[src/rtl/led_breathe.sv]
// led_breathe: breathing-LED controller driving an active-low pin with glitch-free PWM.
// The brightness ramps up, holds, ramps down and holds on each tick, repeating indefinitely.
module led_breathe #(
  parameter int PWM_BITS   = 8,
  parameter int HOLD_TICKS = 16
) (
  input  logic                clk,
  input  logic                nRst,
  input  logic                enable,
  input  logic                tick,
  output logic                nLED,
  output logic [PWM_BITS-1:0] brightness,
  output logic [1:0]          phase,
  output logic                cycleDone
);
  typedef enum logic [1:0] {UP, HOLD_HIGH, DOWN, HOLD_LOW} state_t;
  localparam logic [PWM_BITS-1:0] MAX       = '1;
  localparam logic [PWM_BITS-1:0] MAX_M1    = MAX - 1'b1;
  localparam logic [PWM_BITS-1:0] LVL_ONE   = PWM_BITS'(1);
  localparam logic [15:0]         HOLD_LAST = 16'(HOLD_TICKS - 1);
  state_t              state_q, state_d;
  logic [PWM_BITS-1:0] level_q, level_d, duty_q, pwm_q;
  logic [15:0]         hold_q, hold_d;
  logic                nled_q, done_q, done_d;
  logic                step, hold_end;
  assign step     = enable & tick;
  assign hold_end = hold_q == HOLD_LAST;
  always_ff @(posedge clk) begin
    if (!nRst) state_q <= UP;
    else       state_q <= state_d;
  end
  always_comb begin
    state_d = state_q;
    if (step)
      unique case (state_q)
        UP:        state_d = level_q == MAX_M1 ? HOLD_HIGH : UP;
        HOLD_HIGH: state_d = hold_end ? DOWN : HOLD_HIGH;
        DOWN:      state_d = level_q == LVL_ONE ? HOLD_LOW : DOWN;
        HOLD_LOW:  state_d = hold_end ? UP : HOLD_LOW;
      endcase
  end
  // Boundary checks on the ramps keep level from ever wrapping.
  always_comb begin
    level_d = level_q;
    hold_d  = hold_q;
    done_d  = 1'b0;
    if (step)
      unique case (state_q)
        UP: begin
          level_d = level_q + 1'b1;
          hold_d  = level_q == MAX_M1 ? '0 : hold_q;
        end
        HOLD_HIGH: hold_d = hold_end ? hold_q : hold_q + 16'd1;
        DOWN: begin
          level_d = level_q - 1'b1;
          hold_d  = level_q == LVL_ONE ? '0 : hold_q;
        end
        HOLD_LOW: begin
          hold_d = hold_end ? hold_q : hold_q + 16'd1;
          done_d = hold_end;
        end
      endcase
  end
  // Duty is only reloaded on the wrap edge so a PWM period never changes mid-way.
  always_ff @(posedge clk) begin
    if (!nRst) begin
      level_q <= '0;
      duty_q  <= '0;
      pwm_q   <= '0;
      hold_q  <= '0;
      nled_q  <= 1'b1;
      done_q  <= 1'b0;
    end else begin
      level_q <= level_d;
      hold_q  <= hold_d;
      done_q  <= done_d;
      nled_q  <= enable ? ~(pwm_q < duty_q) : 1'b1;
      if (enable) begin
        pwm_q <= pwm_q + 1'b1;
        if (pwm_q == MAX) duty_q <= level_q;
      end
    end
  end
  assign nLED       = nled_q;
  assign brightness = level_q;
  assign phase      = state_q;
  assign cycleDone  = done_q;
endmodule

[config.mk]
export PLATFORM = sky130hd
export DESIGN_NAME = led_breathe
export DESIGN_NICKNAME = d
export VERILOG_FILES = /design/src/rtl/led_breathe.sv
export SDC_FILE = /design/constraint.sdc
export NUM_CORES = 1
export LEC_CHECK = 0
export CORE_ASPECT_RATIO = 1.1
export CORE_MARGIN = 1
export CORE_UTILIZATION = 58
export CTS_CLUSTER_DIAMETER = 50
export CTS_CLUSTER_SIZE = 8
export DETAILED_ROUTE_END_ITERATION = 12
export HOLD_SLACK_MARGIN = 0.1
export PLACE_DENSITY = 0.88
export SYNTH_ARGS = -nofsm -noshare
export SYNTH_HDL_FRONTEND = slang
export SYNTH_SLANG_ARGS = --single-unit
[constraint.sdc]
create_clock -name clk -period 6.1 [get_ports clk]
set_input_delay 1.22 -clock clk [delete_from_list [all_inputs] [get_ports clk]]
set_output_delay 1.22 -clock clk [all_outputs]
set_load 0.01 [all_outputs]
# Word level (Yosys, flattened, before mapping)
# Cells that the tools add are included.
# word_totals
ff_bits	44
latchBits	0
ram_bits	0
rom_bits	0
inputBits	4
out_inout_bits	12
word_cells	42
mem_count	0
# classes
n_addsub	4
mul	0
div_mod_pow	0
order_cmp	1
eq_ne	10
n_shift	0
mux	10
n_bitwise	2
n_reduce_logical	8
# op_table
cell	n
16-bit 2-to-1 mux	3
16-bit case mux with 3 select lines	1
16-bit by 1-bit adder with 16-bit output (second input constant)	1
8-bit by 1-bit adder with 8-bit output (second input constant)	2
16-bit by 4-bit equality test with 1-bit output (second input constant)	1
8-bit equality test (second input constant)	2
8-bit case mux with 2 select lines	1
8-bit by 1-bit equality test with 1-bit output (second input constant)	1
8-bit less-than comparator	1
2-bit case mux with 4 select lines	1
8-bit by 1-bit subtractor with 8-bit output (second input constant)	1
2-bit != test (second input constant)	3
2-bit AND reduction	3
2-bit equality test (second input constant)	2
2-bit 2-to-1 mux	2
4-bit AND reduction	1
3-bit AND reduction	1
2-bit by 1-bit equality test with 1-bit output (second input constant)	1
2-bit logical NOT	1
1-bit 2-to-1 mux	2
2-bit nonzero test	1
2-bit OR reduction	1
1-bit AND	1
1-bit NOT	1

# Logic depth before layout (Yosys ltp)
# Gate-level depths: netlist of run 1.
# logic_depth
depth_word	4
mapped_depth	8
mapped_depth_nobuf	7

# Worst setup path before layout of run 1
# No wires, ideal clock.
# synth_timing
path_type	input port to flip-flop
from	input enable
to	register hold_q[11]
setup_time_ps	72
arrival_time_ps	2707
required_time_ps	6028
path_slack_ps	3321
path_stages	6
path_cell_list	clkbuf_1 > nand2_1 > nor2_1 > o211ai_1 > a21boi_0 > mux2i_1
# synth_between
elab_chain_len	2
# synth_lines
element	line_no	text
start, declared	9	input logic enable,
1-bit AND	26	assign step = enable & tick;
4-bit AND reduction (no line)	n/a	
end signal, assigned	75	hold_q <= hold_d;
end, declared	23	logic [15:0] hold_q, hold_d;
# No other way between the ends.
# A chain may end at the register's enable or synchronous reset.

# Worst setup path after layout of run 1
# Ends and elaborated chain as after synthesis.

==> results of run 1 <==
[cell families (layout without fill, tap and decap cells)]
group | after synthesis | count (layout) | synth area share
buffers and inverters | 27 | 39 | 0.0448
adder cells (fa/ha/maj) | 13 | 13 | 0.0662
flip-flops | 44 | 44 | 0.358
AO/OA/AOI/OAI | 43 | 43 | 0.111
XOR/XNOR | 13 | 13 | 0.0463
multiplexers | 25 | 25 | 0.102
AND/OR/NAND/NOR | 115 | 115 | 0.271
[routing by layer]
layer / track usage / share of wire / up-vias / wire length [um]
li1: - / - / 1021 / -
met1: 0.293 / 0.46 / 970 / 2320
met2: 0.403 / 0.48 / 57 / 2400
met3: 0.0621 / 0.041 / 10 / 207
met4: 0.0758 / 0.016 / 0 / 80
met5: 0 / 0 / - / 0
[cell usage after synthesis, types with 2 or more instances]
cell type and count:
sky130_fd_sc_hd__dfxtp_1 44, sky130_fd_sc_hd__mux2i_1 24, sky130_fd_sc_hd__nand3_1 23, sky130_fd_sc_hd__a21oi_1 16, sky130_fd_sc_hd__and2_1 14, sky130_fd_sc_hd__inv_1 14
sky130_fd_sc_hd__nand2_1 14, sky130_fd_sc_hd__ha_1 13, sky130_fd_sc_hd__nand3b_1 12, sky130_fd_sc_hd__clkbuf_1 11, sky130_fd_sc_hd__nand4_1 10, sky130_fd_sc_hd__xnor2_1 10
sky130_fd_sc_hd__nor2_1 9, sky130_fd_sc_hd__nor2b_1 9, sky130_fd_sc_hd__o21ai_0 7, sky130_fd_sc_hd__and3_1 5, sky130_fd_sc_hd__a21boi_0 4, sky130_fd_sc_hd__nor3_1 4
sky130_fd_sc_hd__nor4_1 4, sky130_fd_sc_hd__xor2_1 3, sky130_fd_sc_hd__a21o_1 2, sky130_fd_sc_hd__o211ai_1 2, sky130_fd_sc_hd__o21a_1 2, sky130_fd_sc_hd__or3_1 2
sky130_fd_sc_hd__or4_1 2, sky130_fd_sc_hd__or4_4 2
[power breakdown]
part | switching, W | leakage [nW] | internal (W)
logic | 0.0000160 | 0.534 | 0.0000147
registers | 0.00000438 | 0.355 | 0.000290
clock network | 0.0000962 | 0.0455 | 0.0000924
[final cells by class]
type	count	area [sq um]	share of cell area
inverters	14	52.6	0.0193
well taps	52	65.1	0.0239
clock buffers	8	90.1	0.0331
flip-flops and latches	44	881	0.324
multi-input cells	209	1470	0.539
repair buffers	17	165	0.0607
[worst paths after layout]
path | startpoint | slack, ns | cells past startpoint | end
min reg2reg | hold_q[15]$_SDFFE_PN0P_ | 0.50 | 2 | hold_q[15]$_SDFFE_PN0P_
min | hold_q[15]$_SDFFE_PN0P_ | 0.50 | 2 | hold_q[15]$_SDFFE_PN0P_
max | enable | 2.84 | 6 | hold_q[11]$_SDFFE_PN0P_
max reg2reg | brightness[2]$_SDFFE_PN0P_ | 3.49 | 5 | hold_q[11]$_SDFFE_PN0P_
[metrics by stage]
step / utilization / instances
detailed placement: 0.654 / 336
global route: 0.676 / 344
finish: 0.676 / 344
CTS: 0.676 / 344
floorplan: - / 280
global placement: 0.654 / 336
[sequential cells by signal (all words and copies together) (netlist names)]
| signal | cells |
|---|---|
| nLED | 1 |
| brightness | 8 |
| pwm_q | 8 |
| cycleDone | 1 |
| phase | 2 |
| duty_q | 8 |
| hold_q | 16 |
[critical path, stage by stage]
cell	delay, ns
sky130_fd_sc_hd__clkdlybuf4s50_1	0.66
sky130_fd_sc_hd__nand2_1	0.21
sky130_fd_sc_hd__nor2_1	0.48
sky130_fd_sc_hd__o211ai_1	0.38
sky130_fd_sc_hd__a21boi_0	0.33
sky130_fd_sc_hd__mux2i_1	0.20
==> impl_results.md, run 1 <==
- EDFF count, synth: 0
- Synth async-reset ratio: 0
- Total chip power: between 0.0005 and 0.0006 W
- Fin crit share: 0.534
- Post-cts resize count: 0
- Number of top-level pins: 16
- Area post-placement: approximately 2600 sq um
- Buffer depth of the longest clock path: 2
- Residual overflow from global routing: 0
- Synthesized area per cell: 8.78 sq um
- Mapped Nets: 297
- Maximum number of pins on one net before global-route repair: 39
- Setup violation total in the final timing report: 0
- Post-Place Worst Slack: approximately 2.6 ns
- Die W: 64.1 um
- Yosys cell types: between 40 and 50
- Actual slew at the worst max-slew pin: between 1 and 1.5 ns
- Mean routed wirelength per cell: roughly 15 um
- Worst hold slack: about 0.5 ns
- Buffers on Ports: 15
- Std-Cell Core Area: roughly 4000 sq um
- Fillers: 340
- VDD IR-drop max: between 0.0001 and 0.00015 V
- Setup TNS Final: 0 ns
- TritonCTS clock tree: yes
- Number of placement rows: 24
- Number of clock sinks seen by CTS: 44
- Via count of the first global-routing pass: roughly 1,800
- Category of the worst setup path launch point: primary input
- Hold Crit Class: flop to flop
- Final number of max-transition violations: 0
- H-tree depth: 2
- Portion of the post-synthesis area used by sequential elements: 0.358
- Clock Root Buffer: sky130_fd_sc_hd__clkbuf_8
- Leakage power: 0.935 nW
- DIE AREA: between 4000 and 5000 sq um
- Type of element capturing the critical path: flop
- Fraction of layout cells with a size suffix above 1: 0.0479
- Critical path peak fanout: 9
- Antenna viol nets, final: 0
- DRC: 0
- Number of antenna violations at the first check in global routing: 0
- Effective utilization at floorplan: 0.611
- Worst-skew pair later-pin latency: 0.30 ns
- Flip-flop cell with the highest count after synthesis: sky130_fd_sc_hd__dfxtp_1
- Required time reported for the critical path endpoint: 6.33 ns
- Total vias in the final route: approximately 2,100
- Cell Area, Synth: around 2500 sq um
- Setup bufs post-CTS: 0
- Pre-Repair DR Iteration Count: 4
- Area fraction of the dominant cell type after synthesis: 0.358
- Number of buffers created by CTS: 5
- Max Clock Freq: ~310 MHz
- Power per cell area: approximately 190 nW/um^2
- Setup Skew: between 0.006 and 0.007 ns
- Total routing usage reported by global routing: 0.239
- Antenna cell count: 0
- Final instance area: 2720 sq um
- DPL Wire Length: about 3500 um
- Relative slew slack: 0.215
- Cts-stage hold buffer count: 0
- Vias per cell: roughly 6
- Max Cap Viol: 0
- Leading area contributor after synthesis: sky130_fd_sc_hd__dfxtp_1
- Crit path time final: between 3 and 4 ns
- Signal arrival time at the worst endpoint: roughly 3.5 ns
- Gate count of the mapped netlist: between 200 and 300
- Final net count: 308
- Outcome: completed
- Number of register bits inferred by synthesis: 44
- Setup WS post-layout: around 2.8 ns
- Initial detailed-routing violation count: 206
- Detailed Route WL: between 5000 and 6000 um
- RSZ-0062 raised after global routing: no
- First-pass GRT wire length: approximately 8400 um
- Layout overhead on the synthesized area: 10.7%
- Kind of critical path: primary input to flop
- Die Height: 70.3 um
- Commonest non-fill, non-tap cells in the layout: 44 x sky130_fd_sc_hd__dfxtp_1, 24 x sky130_fd_sc_hd__mux2i_1, 23 x sky130_fd_sc_hd__nand3_1
- Clock input transition at the sequential cells of the worst setup and hold paths: about 0.070 ns
- Weighted congestion at the end of routability-driven global placement: between 0.9 and 1
- Number of warnings issued by yosys: 0
- Largest cells by area after synthesis: sky130_fd_sc_hd__dfxtp_1 36%, sky130_fd_sc_hd__mux2i_1 9.8%, sky130_fd_sc_hd__ha_1 6.6%
- Leading cell type in the layout, fill and taps excluded: sky130_fd_sc_hd__dfxtp_1
- Fin. Hold Viols: 0
Note: power is estimated with default switching activity, not from simulation.
==> run 2: changes to the inputs <==
- clock period: 6.1 -> 3 ns (I/O delays scaled with it)
==> run 2 against run 1 <==
  * Cell area up 2.1%
  * Final cell count grew 1.2%
  * Combinational power increased by 110%
  * Clock power rose by 110%
  * Worst setup slack worse by 2.3 ns
  * Non-clock buffer count grew 5
  * Clock skew grew 0.0032 ns
  * First-iteration DRC count rose by 17%
  * Total power rose by 110%
  * Wire length increased by 1.3%
  * Critical path type is now flop to flop
==> impl_results.md, run 2 (same netlist as run 1, synthesis figures left out) <==
- Worst R2R Setup Slack: a little over 0.5 ns
- Post-cts resize count: 0
- Mean routed wirelength per cell: roughly 15 um
- Setup TNS Final: 0 ns
- Setup Skew: ~0.010 ns
- Clock input transition at the sequential cells of the worst setup and hold paths: ~0.080 ns
- Layout overhead on the synthesized area: 13.0%
- Number of buffers created by CTS: 5
- Clock Root Buffer: sky130_fd_sc_hd__clkbuf_8
- Area post-placement: between 2000 and 3000 sq um
- Via count of the first global-routing pass: slightly below 2,000
- Number of antenna violations at the first check in global routing: 0
- Setup WS post-layout: 0.516 ns
- RSZ-0062 raised after global routing: no
- Kind of critical path: flop to flop
- Initial detailed-routing violation count: between 200 and 250
- Maximum number of pins on one net before global-route repair: 32
- Total routing usage reported by global routing: 0.248
- H-tree depth: 2
- Final instance area: roughly 2800 sq um
- Fin. Hold Viols: 0
- Die W: between 60 and 70 um
- Number of placed cells counting well taps: around 340
- Number of placement rows: 24
- Buffers on Ports: 15
- Category of the worst setup path launch point: flop
- Detailed Route WL: a little over 5000 um
- Number of clock sinks seen by CTS: between 40 and 50
- Hold Crit Class: flop to flop
- Leakage power: slightly below 1 nW
- Required time reported for the critical path endpoint: 3.23 ns
- First-pass GRT wire length: just under 9000 um
- Outcome: completed
- Critical path origin: brightness[2]$_SDFFE_PN0P_
- Critical R2R Launch: brightness[2]$_SDFFE_PN0P_
- Max Cap Viol: 0
- Critical path peak fanout: 10
- Total chip power: ~0.0011 W
- Crit path time final: 2.48 ns
- DPL Wire Length: around 3500 um
- Max Clock Freq: a little over 400 MHz
- Effective utilization at floorplan: 0.611
- TritonCTS clock tree: yes
- Signal arrival time at the worst endpoint: 2.71 ns
- Leading cell type in the layout, fill and taps excluded: sky130_fd_sc_hd__dfxtp_1
- DRC: 0
- Antenna viol nets, final: 0
- Post-route non-filler standard cell count: ~350
- Pre-Repair DR Iteration Count: 4
- Hold path cells: 2
- DIE AREA: ~4500 sq um
- Setup bufs post-CTS: 0
- Vias per cell: between 5 and 6
- Reg2Reg Depth: 5
- Buffer depth of the longest clock path: 2
- Setup violation total in the final timing report: 0
- VDD IR-drop max: 0.000248 V
- Total area of sequential cells: 881 sq um
- Commonest non-fill, non-tap cells in the layout: 44 x sky130_fd_sc_hd__dfxtp_1, 24 x sky130_fd_sc_hd__mux2i_1, 23 x sky130_fd_sc_hd__nand3_1
- Weighted congestion at the end of routability-driven global placement: around 0.86
- Multi-input logic area: roughly 1500 sq um
- Final net count: about 310
- Power per cell area: between 300 and 400 nW/um^2
- Residual overflow from global routing: 0
- End of the worst register-to-register path: hold_q[2]$_SDFFE_PN0P_
- Actual slew at the worst max-slew pin: 0.605 ns
- Fraction of layout cells with a size suffix above 1: 0.0676
- Cts-stage hold buffer count: 0
- Relative slew slack: 0.595
- Total vias in the final route: 2,074
- Post-Place Worst Slack: around 0.55 ns
- Fillers: around 320
- Die Height: roughly 70 um
- Worst-skew pair later-pin latency: about 0.30 ns
- Largest register by flop count: hold_q
- Type of element capturing the critical path: flop
- Capturing instance or port of the critical path: hold_q[2]$_SDFFE_PN0P_
- Final number of max-transition violations: 0
- Flip-flop count of the largest register after layout: 16
- Number of top-level pins: 16
- Antenna cell count: 0
- Std-Cell Core Area: a little over 4000 sq um
- Fin crit share: 0.828
run 2: cell types whose count changed in the layout (fill, tap and decap cells not counted):
| cell | before | now |
|---|---|---|
| sky130_fd_sc_hd__buf_4 | 2 | 6 |
| sky130_fd_sc_hd__clkbuf_8 | 6 | 7 |
| sky130_fd_sc_hd__clkbuf_1 | 2 | 0 |
| sky130_fd_sc_hd__buf_12 | 0 | 1 |
run 2: power by group:
part           internal (W)  total (W)  switching [W]
clock network      0.000205   0.000405       0.000199
logic             0.0000335  0.0000652      0.0000317
registers          0.000589   0.000597     0.00000778
total              0.000828    0.00107       0.000239
run 2: worst min-delay path by stage:
| stage | start | end | slack [ns] |
|---|---|---|---|
| 3_5_place_dp | hold_q[14]$_SDFFE_PN0P_ | hold_q[14]$_SDFFE_PN0P_ | 0.50 |
| 3_3_place_gp | hold_q[15]$_SDFFE_PN0P_ | hold_q[15]$_SDFFE_PN0P_ | 0.47 |
| 4_1_cts | hold_q[14]$_SDFFE_PN0P_ | hold_q[14]$_SDFFE_PN0P_ | 0.51 |
| 5_1_grt | hold_q[15]$_SDFFE_PN0P_ | hold_q[15]$_SDFFE_PN0P_ | 0.54 |
| 6_report | hold_q[14]$_SDFFE_PN0P_ | hold_q[14]$_SDFFE_PN0P_ | 0.51 |
| 2_1_floorplan | hold_q[15]$_SDFFE_PN0P_ | hold_q[15]$_SDFFE_PN0P_ | 0.45 |
run 2: cell type report:
type	count	area share
flip-flops and latches	44	0.317
well taps	52	0.0234
clock buffers	7	0.0347
multi-input cells	209	0.528
inverters	14	0.0189
repair buffers	22	0.0775
run 2: per-layer routing:
layer / up-vias / GRT usage / part of all wire
met3: 9 / 0.0523 / 0.043
met4: 0 / 0.101 / 0.021
met2: 57 / 0.416 / 0.48
met1: 978 / 0.303 / 0.45
met5: - / 0 / 0
li1: 1030 / - / -
run 2: per-stage QoR:
step                utilization  hold slack [ns]
floorplan                     -            0.454
global placement          0.666            0.468
detailed placement        0.666            0.495
CTS                       0.690            0.507
global route              0.690            0.536
finish                    0.690            0.509
run 2: worst max-delay path, cell delays in order (launching register included):
cell                      delay [ns]
sky130_fd_sc_hd__dfxtp_1        0.42
sky130_fd_sc_hd__or4_4          0.60
sky130_fd_sc_hd__or4_4          0.50
sky130_fd_sc_hd__a31o_1         0.27
sky130_fd_sc_hd__or4_1          0.47
sky130_fd_sc_hd__a21oi_1        0.16
